`config.mk`:
```
export PLATFORM = sky130hd
export DESIGN_NAME = uart_echo_tester
export DESIGN_NICKNAME = d
export VERILOG_FILES = /design/src/rtl/uart_echo_tester.sv
export SDC_FILE = /design/constraint.sdc
export NUM_CORES = 1
export LEC_CHECK = 0
export ABC_AREA = 1
export CAP_MARGIN = 10
export CORE_MARGIN = 3
export CORE_UTILIZATION = 50
export DETAILED_ROUTE_END_ITERATION = 16
export GPL_TIMING_DRIVEN = 0
export PLACE_DENSITY_LB_ADDON = 0.15
export SYNTH_ARGS = -nofsm -noshare
export SYNTH_HDL_FRONTEND = slang
export SYNTH_SLANG_ARGS = --single-unit
export TNS_END_PERCENT = 20
```
`constraint.sdc`:
```
create_clock -name clk -period 3.7 [get_ports clk]
set_clock_uncertainty 0.15 [all_clocks]
set_input_delay 0.925 -clock clk [delete_from_list [all_inputs] [get_ports clk]]
set_output_delay 0.925 -clock clk [all_outputs]
set_load 0.01 [all_outputs]
```
`src/rtl/uart_echo_tester.sv`:
```
// uart_echo_tester
//   Built-in self-test initiator for a UART loopback path. Sends the byte
//   sequence SEED, SEED+1, ... (8-bit wrap) through uart_tx, and checks each
//   byte echoed back through uart_rx. It reports pass/fail, an error count
//   and the last mismatching pair.
//
// Parameters
//   NUM_BYTES      bytes per test (1..65535)
//   SEED           first byte value
//   TIMEOUT_CYCLES maximum clk cycles to wait for each echo (>= 2)
//
// Ports
//   clk, nrst      clock; synchronous active-low reset
//   run            rising edge starts a test (ignored while busy)
//   tx_data        byte presented to uart_tx
//   tx_start       start request to uart_tx
//   tx_busy        uart_tx busy
//   rx_data        byte from uart_rx, valid with rx_done
//   rx_done        uart_rx done (pulse or level; edge-detected here)
//   busy           test in progress
//   done           test finished; held until the next start
//   pass           valid while done; 1 = zero errors
//   err_count      mismatches + timeouts + overruns, saturating
//   timeout_flag   sticky: at least one echo timed out in this test
//   last_expected  expected byte of the most recent error
//   last_received  received byte of the most recent error (00 on timeout)
module uart_echo_tester #(
  parameter int unsigned NUM_BYTES      = 256,
  parameter logic [7:0]  SEED           = 8'h00,
  parameter int unsigned TIMEOUT_CYCLES = 2_000_000
) (
  input  logic        clk,
  input  logic        nrst,
  input  logic        run,
  output logic [7:0]  tx_data,
  output logic        tx_start,
  input  logic        tx_busy,
  input  logic [7:0]  rx_data,
  input  logic        rx_done,
  output logic        busy,
  output logic        done,
  output logic        pass,
  output logic [15:0] err_count,
  output logic        timeout_flag,
  output logic [7:0]  last_expected,
  output logic [7:0]  last_received
);

  typedef enum logic [2:0] {
    IDLE, SEND, TXWAIT, WAIT_RX, CHECK, ADVANCE, DONE
  } state_t;

  localparam int unsigned    CNT_W    = $clog2(TIMEOUT_CYCLES);
  localparam logic [CNT_W-1:0] CNT_LAST = CNT_W'(TIMEOUT_CYCLES - 1);
  localparam logic [15:0]    IDX_LAST = 16'(NUM_BYTES - 1);

  state_t           state, state_next;
  logic [15:0]      idx, idx_next;
  logic             pending, pending_next;
  logic [7:0]       rx_hold, rx_hold_next;
  logic [CNT_W-1:0] cnt, cnt_next;
  logic             run_last, rx_done_last;

  logic [7:0]  tx_data_next;
  logic        tx_start_next, busy_next, done_next, pass_next, timeout_flag_next;
  logic [15:0] err_count_next;
  logic [7:0]  last_expected_next, last_received_next;

  logic        run_edge, rx_edge, active, overrun;
  logic        fsm_err, clear_err, pending_clear;
  logic [7:0]  expected;
  logic [1:0]  inc;
  logic [16:0] err_sum;

  assign active   = (state != IDLE) && (state != DONE);
  assign run_edge = run & ~run_last;
  assign rx_edge  = rx_done & ~rx_done_last & active;
  assign overrun  = rx_edge & pending;
  assign expected = SEED + idx[7:0];

  always_comb begin
    state_next         = state;
    idx_next           = idx;
    pending_next       = pending;
    rx_hold_next       = rx_hold;
    cnt_next           = cnt;
    tx_data_next       = tx_data;
    tx_start_next      = tx_start;
    done_next          = done;
    pass_next          = pass;
    timeout_flag_next  = timeout_flag;
    last_expected_next = last_expected;
    last_received_next = last_received;
    fsm_err            = 1'b0;
    clear_err          = 1'b0;
    pending_clear      = 1'b0;
    inc                = 2'd0;
    err_sum            = 17'd0;
    err_count_next     = err_count;

    case (state)
      IDLE, DONE: begin
        if (run_edge) begin
          state_next         = SEND;
          idx_next           = 16'd0;
          tx_data_next       = SEED;
          tx_start_next      = 1'b1;
          done_next          = 1'b0;
          pass_next          = 1'b0;
          timeout_flag_next  = 1'b0;
          last_expected_next = 8'h00;
          last_received_next = 8'h00;
          clear_err          = 1'b1;
          // A capture that landed during the final CHECK/ADVANCE of the
          // previous test must not leak into the new one.
          pending_clear      = 1'b1;
        end
      end
      SEND: begin
        if (tx_busy) begin
          tx_start_next = 1'b0;
          state_next    = TXWAIT;
        end
      end
      TXWAIT: begin
        if (!tx_busy) begin
          state_next = WAIT_RX;
          cnt_next   = '0;
        end
      end
      WAIT_RX: begin
        if (pending) begin
          state_next = CHECK;
        end else if (cnt == CNT_LAST) begin
          fsm_err            = 1'b1;
          timeout_flag_next  = 1'b1;
          last_expected_next = expected;
          last_received_next = 8'h00;
          state_next         = ADVANCE;
        end else begin
          cnt_next = cnt + 1'b1;
        end
      end
      CHECK: begin
        pending_clear = 1'b1;
        if (rx_hold != expected) begin
          fsm_err            = 1'b1;
          last_expected_next = expected;
          last_received_next = rx_hold;
        end
        state_next = ADVANCE;
      end
      ADVANCE: begin
        if (idx == IDX_LAST) begin
          state_next = DONE;
          done_next  = 1'b1;
        end else begin
          idx_next      = idx + 16'd1;
          tx_data_next  = expected + 8'd1;
          tx_start_next = 1'b1;
          state_next    = SEND;
        end
      end
      default: state_next = IDLE;
    endcase

    // Echo capture; a new edge wins over a CHECK clearing pending so the
    // newer byte is still examined.
    if (rx_edge) begin
      pending_next = 1'b1;
      rx_hold_next = rx_data;
    end else if (pending_clear) begin
      pending_next = 1'b0;
    end

    // Overrun and FSM errors may coincide: add up to 2, saturating.
    inc     = {1'b0, fsm_err} + {1'b0, overrun};
    err_sum = {1'b0, err_count} + {15'd0, inc};
    if (clear_err)
      err_count_next = 16'd0;
    else if (err_sum[16])
      err_count_next = 16'hFFFF;
    else
      err_count_next = err_sum[15:0];

    // pass must account for an overrun landing in the final ADVANCE cycle.
    if (state == ADVANCE && idx == IDX_LAST)
      pass_next = (err_count_next == 16'd0);

    busy_next = (state_next != IDLE) && (state_next != DONE);
  end

  always_ff @(posedge clk) begin
    if (!nrst) begin
      state         <= IDLE;
      idx           <= 16'd0;
      pending       <= 1'b0;
      rx_hold       <= 8'h00;
      cnt           <= '0;
      // Start high so levels already present at reset are not seen as edges.
      run_last      <= 1'b1;
      rx_done_last  <= 1'b1;
      tx_data       <= 8'h00;
      tx_start      <= 1'b0;
      busy          <= 1'b0;
      done          <= 1'b0;
      pass          <= 1'b0;
      err_count     <= 16'd0;
      timeout_flag  <= 1'b0;
      last_expected <= 8'h00;
      last_received <= 8'h00;
    end else begin
      state         <= state_next;
      idx           <= idx_next;
      pending       <= pending_next;
      rx_hold       <= rx_hold_next;
      cnt           <= cnt_next;
      run_last      <= run;
      rx_done_last  <= rx_done;
      tx_data       <= tx_data_next;
      tx_start      <= tx_start_next;
      busy          <= busy_next;
      done          <= done_next;
      pass          <= pass_next;
      err_count     <= err_count_next;
      timeout_flag  <= timeout_flag_next;
      last_expected <= last_expected_next;
      last_received <= last_received_next;
    end
  end

endmodule

```
==> results of run 1 <==
registers in the layout (all words and copies together), names as in the netlist:
signal	flops
pass	1
run_last	1
idx	9
err_count	16
state	3
tx_start	1
pending	1
busy	1
timeout_flag	1
done	1
rx_hold	8
last_expected	8
last_received	8
cnt	21
tx_data	7
rx_done_last	1
cell type report:
type | instances | area, um^2 | area share (%)
sequential | 88 | 1760 | 29.5
clock inverter | 7 | 103 | 1.72
tap | 129 | 161 | 2.71
clock buffer | 9 | 124 | 2.08
buffer | 27 | 174 | 2.92
multi-input combinational | 557 | 2690 | 45.1
inverter | 97 | 364 | 6.10
timing repair buffer | 59 | 586 | 9.82
critical path, cell delays in order:
cell	delay, ns
clkdlybuf4s50_1	0.46
inv_1	0.06
nor2_2	0.13
nand2_2	0.12
buf_4	0.20
nor2_2	0.12
fa_2	0.25
ha_2	0.23
nand3_4	0.13
nor2_4	0.18
nand4_1	0.24
nand2_1	0.14
o21ai_0	0.11
nand2_1	0.11
nor2_1	0.05
nand3_1	0.07
nand2_1	0.05
path summary, 6_finish.rpt:
kind / end / slack, ns / depth (start not counted)
worst min register to register: done$_SDFFE_PN0P_ / 0.30 / 2
worst min-delay path: done$_SDFFE_PN0P_ / 0.30 / 2
worst max register to register: pass$_SDFFE_PN0P_ / 0.42 / 17
worst max-delay path: pass$_SDFFE_PN0P_ / 0.24 / 17
cells by family (layout without fill, tap and decap cells):
kind of cell	count (synthesis)	in the layout	share of synthesized area, %
DFF	88	88	35.5
buffers and inverters	124	199	10.8
AOI/OAI and AO/OA	98	98	10.6
adders and majority gates	4	4	1.16
xor gates and xnor gates	9	9	1.59
and+or+nand+nor	446	446	40.3
report_power, final:
| part | total, W | switching (W) | internal, W | leakage [nW] |
|---|---|---|---|---|
| clock network | 0.000762 | 0.000375 | 0.000388 | 0.110 |
| logic | 0.000215 | 0.000118 | 0.0000972 | 1.52 |
| registers | 0.000988 | 0.0000153 | 0.000973 | 0.712 |
metal layers:
metal  vias up  wire length, um  share of wire [%]  track usage (%)
met5         -                0                  0                0
met3        23              872                6.6             4.90
met1      2368             5720                 43             30.6
met4         0              201                1.5             6.48
li1       2606                -                  -                -
met2       173             6500                 49             41.0
metrics by stage:
| step | cells | utilization (%) |
|---|---|---|
| after detailed placement | 955 | 60.4 |
| after global routing | 973 | 63.4 |
| after CTS | 971 | 62.8 |
| final | 973 | 63.4 |
| after floorplan | 769 | - |
| after global placement | 955 | 60.4 |
synth_stat cells (3+ instances only):
master    instances  area [um^2]
inv_2            13         48.8
buf_2             8         40.0
nand3_1          58          290
xor2_1            7         61.3
nand4_1          32          200
o21bai_1          3         22.5
o21ai_1           8         40.0
nor2_2           16          100
nand2_1         205          769
a21oi_1          56          280
nand2_2           9         56.3
nor2_4            3         33.8
nor2_1           91          342
ha_1              3         37.5
nor3_1           19         95.1
buf_4             9         67.6
clkbuf_1          6         22.5
nand3_2           3         30.0
dfxtp_1          88         1760
o21ai_0          21          105
inv_1            83          312
timing repair:
action,in CTS,in global routing
endpoints found under the setup margin,0,15
buffers inserted,0,2
resized for setup,0,12
==> results.md, run 1 <==
- FILL cells: 915
- Min-delay src: done$_SDFFE_PN0P_
- Post-Syn Nets: 786
- Post-layout worst setup margin: 0.243 ns
- Crit Path Class: input pin to flop
- CTS sink cnt: 88
- Post-route ant nets: 0
- Dpl ws: -0.369 ns
- Power Density: 329 nW/um^2
- Peak supply drop: 0.272 mV
- Initial antenna violation count: 0
- Clk buf depth: 2
- Yosys cell types: 42
- Vias in the first global route: 4763
- Cell area after layout: 5970 um^2
- Row count: 35
- CTS Buf Count: 9
- Vias/cell: 5.31
- Final setup viols: 0
- Routability cong.: 0.912
- Power, Total: 0.00197 W
- CP Data Required Time: 3.81 ns
- Core Area: 9420 um^2
- Die area: 11100 um^2
- Max_cap viols: 0
- FF+latch count, synth: 88
- Mean Syn Cell Area: 6.45 um^2
- Layout Nets: 856
- HP Class: flop to flop
- # IOs: 58
- Async S/R FF share, synth: 0%
- Ys Warns: 0
- Leak: 2.34 nW
- Most frequent cells in the layout: 204 x nand2_1, 88 x nor2_1, 88 x dfxtp_1, 83 x inv_1, 58 x nand3_1
- Global route total overflow: 0
- GRT Overall Usage: 23.9%
- Pin count of the biggest net entering global routing: 17
- DIE HEIGHT: 106 um
- Crit start category: input pin
- Post-DP Area: 5690 um^2
- Hold Fails Final Rpt: 0
- Diodes inserted: 0
- FMAX: 0.289 GHz
- Hold_buf cts: 0
- Clock Latency Late Sink: 0.36 ns
- Ys flop type: dfxtp_1
- H-tree depth: 3
- Dpl hpwl: 10.0 mm
- Max transition margin: 59.8%
- WL per Instance: 13.7 um
- Tmin final: 3.46 ns
- Clock transition at the registers of the reported paths: 0.09 ns
- Cells after Synth: 769
- Area growth syn-to-layout: 20.3%
- Seq/Total Area, Yosys: 35.5%
- Slew Viols, Final: 0
- Via Count: 5170
- Commonest non-fill, non-tap cell in the layout: nand2_1
- CTS root buf: clkbuf_8
- Hold slack final: 0.304 ns
- EDFF count, synth: 0
- Period utilisation layout: 93.4%
- Initial core utilization: 52.7%
- RSZ-0062 raised after global routing: no
- Router iterations before antenna repair: 5
- Layout cells sized above 1: 11.5%
- Port-buffer cells: 57
- Worst setup EP type: flop
- Worst path arrival time: 3.57 ns
- DRC viols: 0
- Chip width: 106 um
- Final WL: 13.3 mm
- Mapped Area: 4960 um^2
- Status: finished, final reports clean
- 1st-iter DRT viols: 199
- Crit path from: rx_done
- CTS tree: done
- Worst Tran Pin Value: 0.604 ns
- Worst Path Max Fanout: 10
- Setup TNS: 0 ns
- First-pass GRT wire length: 22.0 mm
- Reg-to-Reg Start: state[2]$_SDFF_PN0_
No activity file was read; power rests on OpenSTA's default activity.
==> run 2, diff against run 1 <==
Settings changed: CELL_PAD_IN_SITES_DETAIL_PLACEMENT set to 1, CELL_PAD_IN_SITES_GLOBAL_PLACEMENT set to 1, CORE_UTILIZATION 50 to 40, CTS_CLUSTER_SIZE set to 25, SKIP_LAST_GASP set to 1.
==> run 2 against run 1 <==
Critical path type is now flop to flop. Combinational power grew 3%. Non-clock buffer count is the same. Core utilization shrank 13 points. Sequential share of layout area shrank 0.58 points. Wire length grew 20%. Clock-buffer cell count grew 2. Largest cell class unchanged.
==> results.md, run 2 (synthesis gave the netlist of run 1 again) <==
- Max transition margin: 59.7%
- H-tree depth: 3
- Clock Latency Late Sink: 0.36 ns
- Router iterations before antenna repair: 5
- Pin count of the biggest net entering global routing: 15
- Gate power share: 10.4%
- Non-Filler Instances: 1012
- Leak: 2.37 nW
- RSZ-0062 raised after global routing: no
- Final setup viols: 0
- Power Density: 351 nW/um^2
- Area growth syn-to-layout: 22.8%
- # IOs: 58
- Post-route ant nets: 0
- Via Count: 5261
- Initial antenna violation count: 0
- Clock transition at the registers of the reported paths: 0.06 ns
- Routability cong.: 0.858
- Initial core utilization: 41.1%
- WL per Instance: 15.7 um
- DIE HEIGHT: 117 um
- Sw Ratio: 25.4%
- Hold Fails Final Rpt: 0
- CTS sink cnt: 88
- Die area: 13800 um^2
- CTS tree: done
- Post-DP Area: 5740 um^2
- Row count: 40
- Crit Path Class: flop to flop
- Layout Nets: 856
- Worst setup EP type: flop
- Vias/cell: 5.20
- Status: finished, final reports clean
- FMAX: 0.296 GHz
- Period utilisation layout: 91.2%
- Largest register by flop count: cnt
- HP Class: flop to flop
- Worst Tran Pin Value: 0.605 ns
- Most frequent cells in the layout: 204 x nand2_1, 88 x nor2_1, 88 x dfxtp_1, 83 x inv_1, 58 x nand3_1
- Peak supply drop: 0.172 mV
- Port-buffer cells: 57
- Hold slack final: 0.303 ns
- Switching pwr: 0.000541 W
- Cell area after layout: 6090 um^2
- CP Data Required Time: 3.79 ns
- 1st-iter DRT viols: 202
- Post-layout worst setup margin: 0.326 ns
- Core Area: 12100 um^2
- Tmin final: 3.37 ns
- Vias in the first global route: 5538
- Worst path arrival time: 3.47 ns
- Worst Path Max Fanout: 10
- GRT Overall Usage: 23.7%
- Flop pwr share: 46.3%
- Clock power frac: 43.3%
- Fin util: 50.5%
- Layout cells sized above 1: 11.4%
- Crit start category: flop
- First-pass GRT wire length: 26.8 mm
- Slew Viols, Final: 0
- Max_cap viols: 0
- Max reg flops: 21
- Biggest regs: cnt x21, err_count x16, idx x9
- Diodes inserted: 0
- Dpl ws: -0.574 ns
- Commonest non-fill, non-tap cell in the layout: nand2_1
- CTS root buf: clkbuf_16
- Clk buf depth: 2
- Final WL: 15.9 mm
- Chip width: 117 um
- Dpl hpwl: 12.0 mm
- Global route total overflow: 0
- Internal power: 0.00159 W
- CTS Buf Count: 9
- Post-Place Cells: 994
- DRC viols: 0
-- run 2: worst max-delay path: stages, from the launching register on --
cell,delay [ns]
dfxtp_1,0.35
inv_2,0.14
nand3_2,0.17
inv_1,0.13
clkbuf_1,0.43
nand4_1,0.22
nand2_1,0.13
fa_2,0.24
ha_2,0.23
nand3_4,0.12
nor2_4,0.17
buf_4,0.13
buf_4,0.10
nand3_1,0.10
nand3_1,0.11
o21bai_1,0.07
nand2_1,0.09
nor2_1,0.04
nand3_1,0.07
nand2_1,0.05
-- run 2: final cells by class --
| cell class | instances | area [um^2] |
|---|---|---|
| Fill cell | 1624 | 5980 |
| Multi-Input combinational cell | 557 | 2700 |
| Sequential cell | 88 | 1760 |
| Timing Repair Buffer | 60 | 593 |
| Inverter | 97 | 364 |
| Clock buffer | 11 | 233 |
| Tap cell | 168 | 210 |
| Buffer | 26 | 166 |
| Clock inverter | 5 | 57.6 |
-- run 2: path summary, 6_finish.rpt --
kind                  startpoint           endpoint  slack, ns  cells past startpoint
min            done$_SDFFE_PN0P_  done$_SDFFE_PN0P_       0.30                      2
max reg2reg  state[2]$_SDFF_PN0_  pass$_SDFFE_PN0P_       0.33                     19
max          state[2]$_SDFF_PN0_  pass$_SDFFE_PN0P_       0.33                     19
min reg2reg    done$_SDFFE_PN0P_  done$_SDFFE_PN0P_       0.30                      2
-- run 2: stage by stage --
step | total power [W] | TNS, ns
floorplan | 0.00114 | 0
global placement | 0.00122 | -4.05
detailed placement | 0.00123 | -4.78
CTS | 0.00216 | 0
global route | 0.00222 | 0
finish | 0.00213 | 0
-- run 2: per-layer routing --
| layer | track usage, % | up-vias | part of all wire [%] |
|---|---|---|---|
| li1 | - | 2610 | - |
| met1 | 28.8 | 2549 | 45 |
| met2 | 43.0 | 81 | 51 |
| met3 | 3.62 | 21 | 2.6 |
| met4 | 7.62 | 0 | 1.7 |
| met5 | 0 | - | 0 |
-- run 2: power by group through the flow --
stage,Sequential [W],Combinational [W],Clock [W]
after global routing,0.000992,0.000247,0.000978
final,0.000990,0.000222,0.000923
after CTS,0.000990,0.000225,0.000942
after floorplan,0.00102,0.000118,0
after global placement,0.00101,0.000215,0
after detailed placement,0.00101,0.000222,0
-- run 2: timing repair --
action	in CTS	in global routing
setup endpoints to repair	2	4
hold buffers	0	0
endpoints found under the hold margin	0	0
setup buffers	2	1
resized for setup	6	8
pin swaps	2	2
==> run 3, diff against run 2 <==
Clock period 3.7 ns to 3.4 ns, I/O delays scaled along.
==> run 3 against run 2 <==
Worst setup slack worse by 0.16 ns. Die area unchanged. Wire length up 3.6%. Critical path depth unchanged. Clock power up 8%. Cell count up 1.6%. Sequential share of layout area down 0.74 points. Via count up 2.2%. Non-clock buffer count up 16. Final area up 3.1%.
==> results.md, run 3 (synthesis gave the netlist of run 1 again) <==
- Status: finished, final reports clean
- Worst Tran Pin Value: 0.633 ns
- Crit start category: input pin
- Initial core utilization: 41.1%
- Most frequent cells in the layout: 202 x nand2_1, 87 x nor2_1, 84 x dfxtp_1, 82 x inv_1, 58 x nand3_1
- Vias in the first global route: 5564
- GRT Overall Usage: 23.9%
- Crit Path Class: input pin to flop
- FMAX: 0.309 GHz
- WL per Instance: 16.0 um
- Peak supply drop: 0.187 mV
- Diodes inserted: 0
- Worst path buffer plus inverter count: 5
- Top routing layer in use: met4
- Worst path top cell family by delay: simple AND/OR/NAND/NOR gates
- Final WL: 16.5 mm
- Worst Path Max Fanout: 4
- Max_cap viols: 0
- HP Class: flop to flop
- Worst path arrival time: 3.33 ns
- FILL cells: 1617
- Port-buffer cells: 57
- Max transition margin: 57.8%
- # IOs: 58
- Routability cong.: 0.858
- Router iterations before antenna repair: 6
- Post-DP Area: 5740 um^2
- Initial antenna violation count: 0
- Hold Fails Final Rpt: 0
- CTS tree: done
- Post-Place Cells: 994
- Cell area after layout: 6270 um^2
- Via Count: 5375
- CTS Buf Count: 9
- Layout Nets: 872
- Crit-path max cell delay: 0.45 ns
- DIE HEIGHT: 117 um
- Slowest CP cell: clkdlybuf4s50_1
- Dpl hpwl: 12.0 mm
- Post-layout worst setup margin: 0.166 ns
- Pin count of the biggest net entering global routing: 17
- Met2 Wirelength: 8.52 mm
- Chip width: 117 um
- Post-route ant nets: 0
- Worst setup EP type: flop
- Metal1 wirelength: 7.21 mm
- Commonest non-fill, non-tap cell in the layout: nand2_1
- Largest register by flop count: cnt
- DRC viols: 0
- CP Data Required Time: 3.49 ns
- CTS sink cnt: 88
- Dpl ws: -0.799 ns
- Layout cells sized above 1: 14.1%
- Clock transition at the registers of the reported paths: 0.06 ns
- Die area: 13800 um^2
- Clk buf depth: 2
- Tmin final: 3.23 ns
- Met3 WL: 418 um
- Non-Filler Instances: 1028
- Biggest regs: cnt x21, err_count x16, idx x9
- Area growth syn-to-layout: 26.5%
- Global route total overflow: 0
- Clock Latency Late Sink: 0.35 ns
- Max reg flops: 21
- Final setup viols: 0
- H-tree depth: 3
- Core Area: 12100 um^2
- 1st-iter DRT viols: 251
- Power Density: 371 nW/um^2
- Row count: 40
- Slew Viols, Final: 0
- Period utilisation layout: 95.1%
- First-pass GRT wire length: 27.0 mm
- Leak: 2.44 nW
- CTS root buf: clkbuf_16
- CP Cell Sequence: clkdlybuf4s50_1 -> inv_1 -> nor2_4 -> nand2_8 -> nor2_4 -> fa_2 -> ha_4 -> nand3_4 -> nor2_4 -> buf_4 -> buf_4 -> buf_4 -> nand3_1 -> nand3_1 -> o21bai_1 -> nand2_1 -> nor2_1 -> nand3_1 -> nand2_1
- Vias/cell: 5.23
- Fin util: 52.0%
run 3: cell count changes in the layout (fill, tap and decap cells not counted), sizes merged:
cell / previous run / this run
buf: 23 / 40
clkbuf: 17 / 16
clkinvlp: 3 / 4
inv: 96 / 95
run 3: path summary, 6_finish.rpt:
check,depth (start not counted),slack [ns],start,to
worst max-delay path,19,0.17,rx_done,pass$_SDFFE_PN0P_
worst max register to register,21,0.21,tx_data[3]$_SDFFE_PN0P_,pass$_SDFFE_PN0P_
worst min-delay path,2,0.30,done$_SDFFE_PN0P_,done$_SDFFE_PN0P_
worst min register to register,2,0.30,done$_SDFFE_PN0P_,done$_SDFFE_PN0P_
run 3: worst reg2reg max path, cell delays in order, from the launching register on:
cell and delay, ns:
dfxtp_1 0.49, inv_2 0.11, nand2_1 0.10, nand4_1 0.10, nor2_1 0.13, nand2_1 0.10, nand2_1 0.11, nand2_1 0.08
fa_2 0.38, ha_4 0.19, nand3_4 0.10, nor2_4 0.06, buf_4 0.13, buf_4 0.12, buf_4 0.13, nand3_1 0.10
nand3_1 0.09, o21bai_1 0.15, nand2_1 0.09, nor2_1 0.09, nand3_1 0.08, nand2_1 0.06
run 3: final cells by class:
class                           count  area [um^2]  area share (%)
Clock buffer                       11          233            3.71
Buffer                             25          163            2.59
Tap cell                          168          210            3.35
Clock inverter                      5         57.6           0.918
Timing Repair Buffer               77          721            11.5
Multi-Input combinational cell    557         2750            43.9
Inverter                           97          368            5.86
Sequential cell                    88         1770            28.2
run 3: routing by layer:
metal  global-route usage (%)  vias up
met5                        0        -
met2                     43.3       87
li1                         -     2640
met4                     7.84        0
met1                     28.9     2623
met3                     3.62       25
run 3: power breakdown:
group / internal [W] / leakage [nW] / switching (W)
registers: 0.00106 / 0.714 / 0.0000179
clock network: 0.000569 / 0.132 / 0.000435
logic: 0.000108 / 1.59 / 0.000139
total: 0.00174 / 2.44 / 0.000592
run 3: what timing repair did:
action,CTS,global route
endpoints found under the setup margin,15,4
gates resized for setup,12,16
hold buffers,0,0
buffers inserted,4,16
pin swaps,2,10
run 3: metrics by stage:
step | power, W | hold WS [ns] | setup TNS [ns]
finish | 0.00233 | 0.303 | 0
global route | 0.00242 | 0.322 | -0.00516
CTS | 0.00235 | 0.306 | 0
detailed placement | 0.00134 | 0.295 | -8.61
global placement | 0.00133 | 0.297 | -7.81
floorplan | 0.00124 | 0.295 | 0
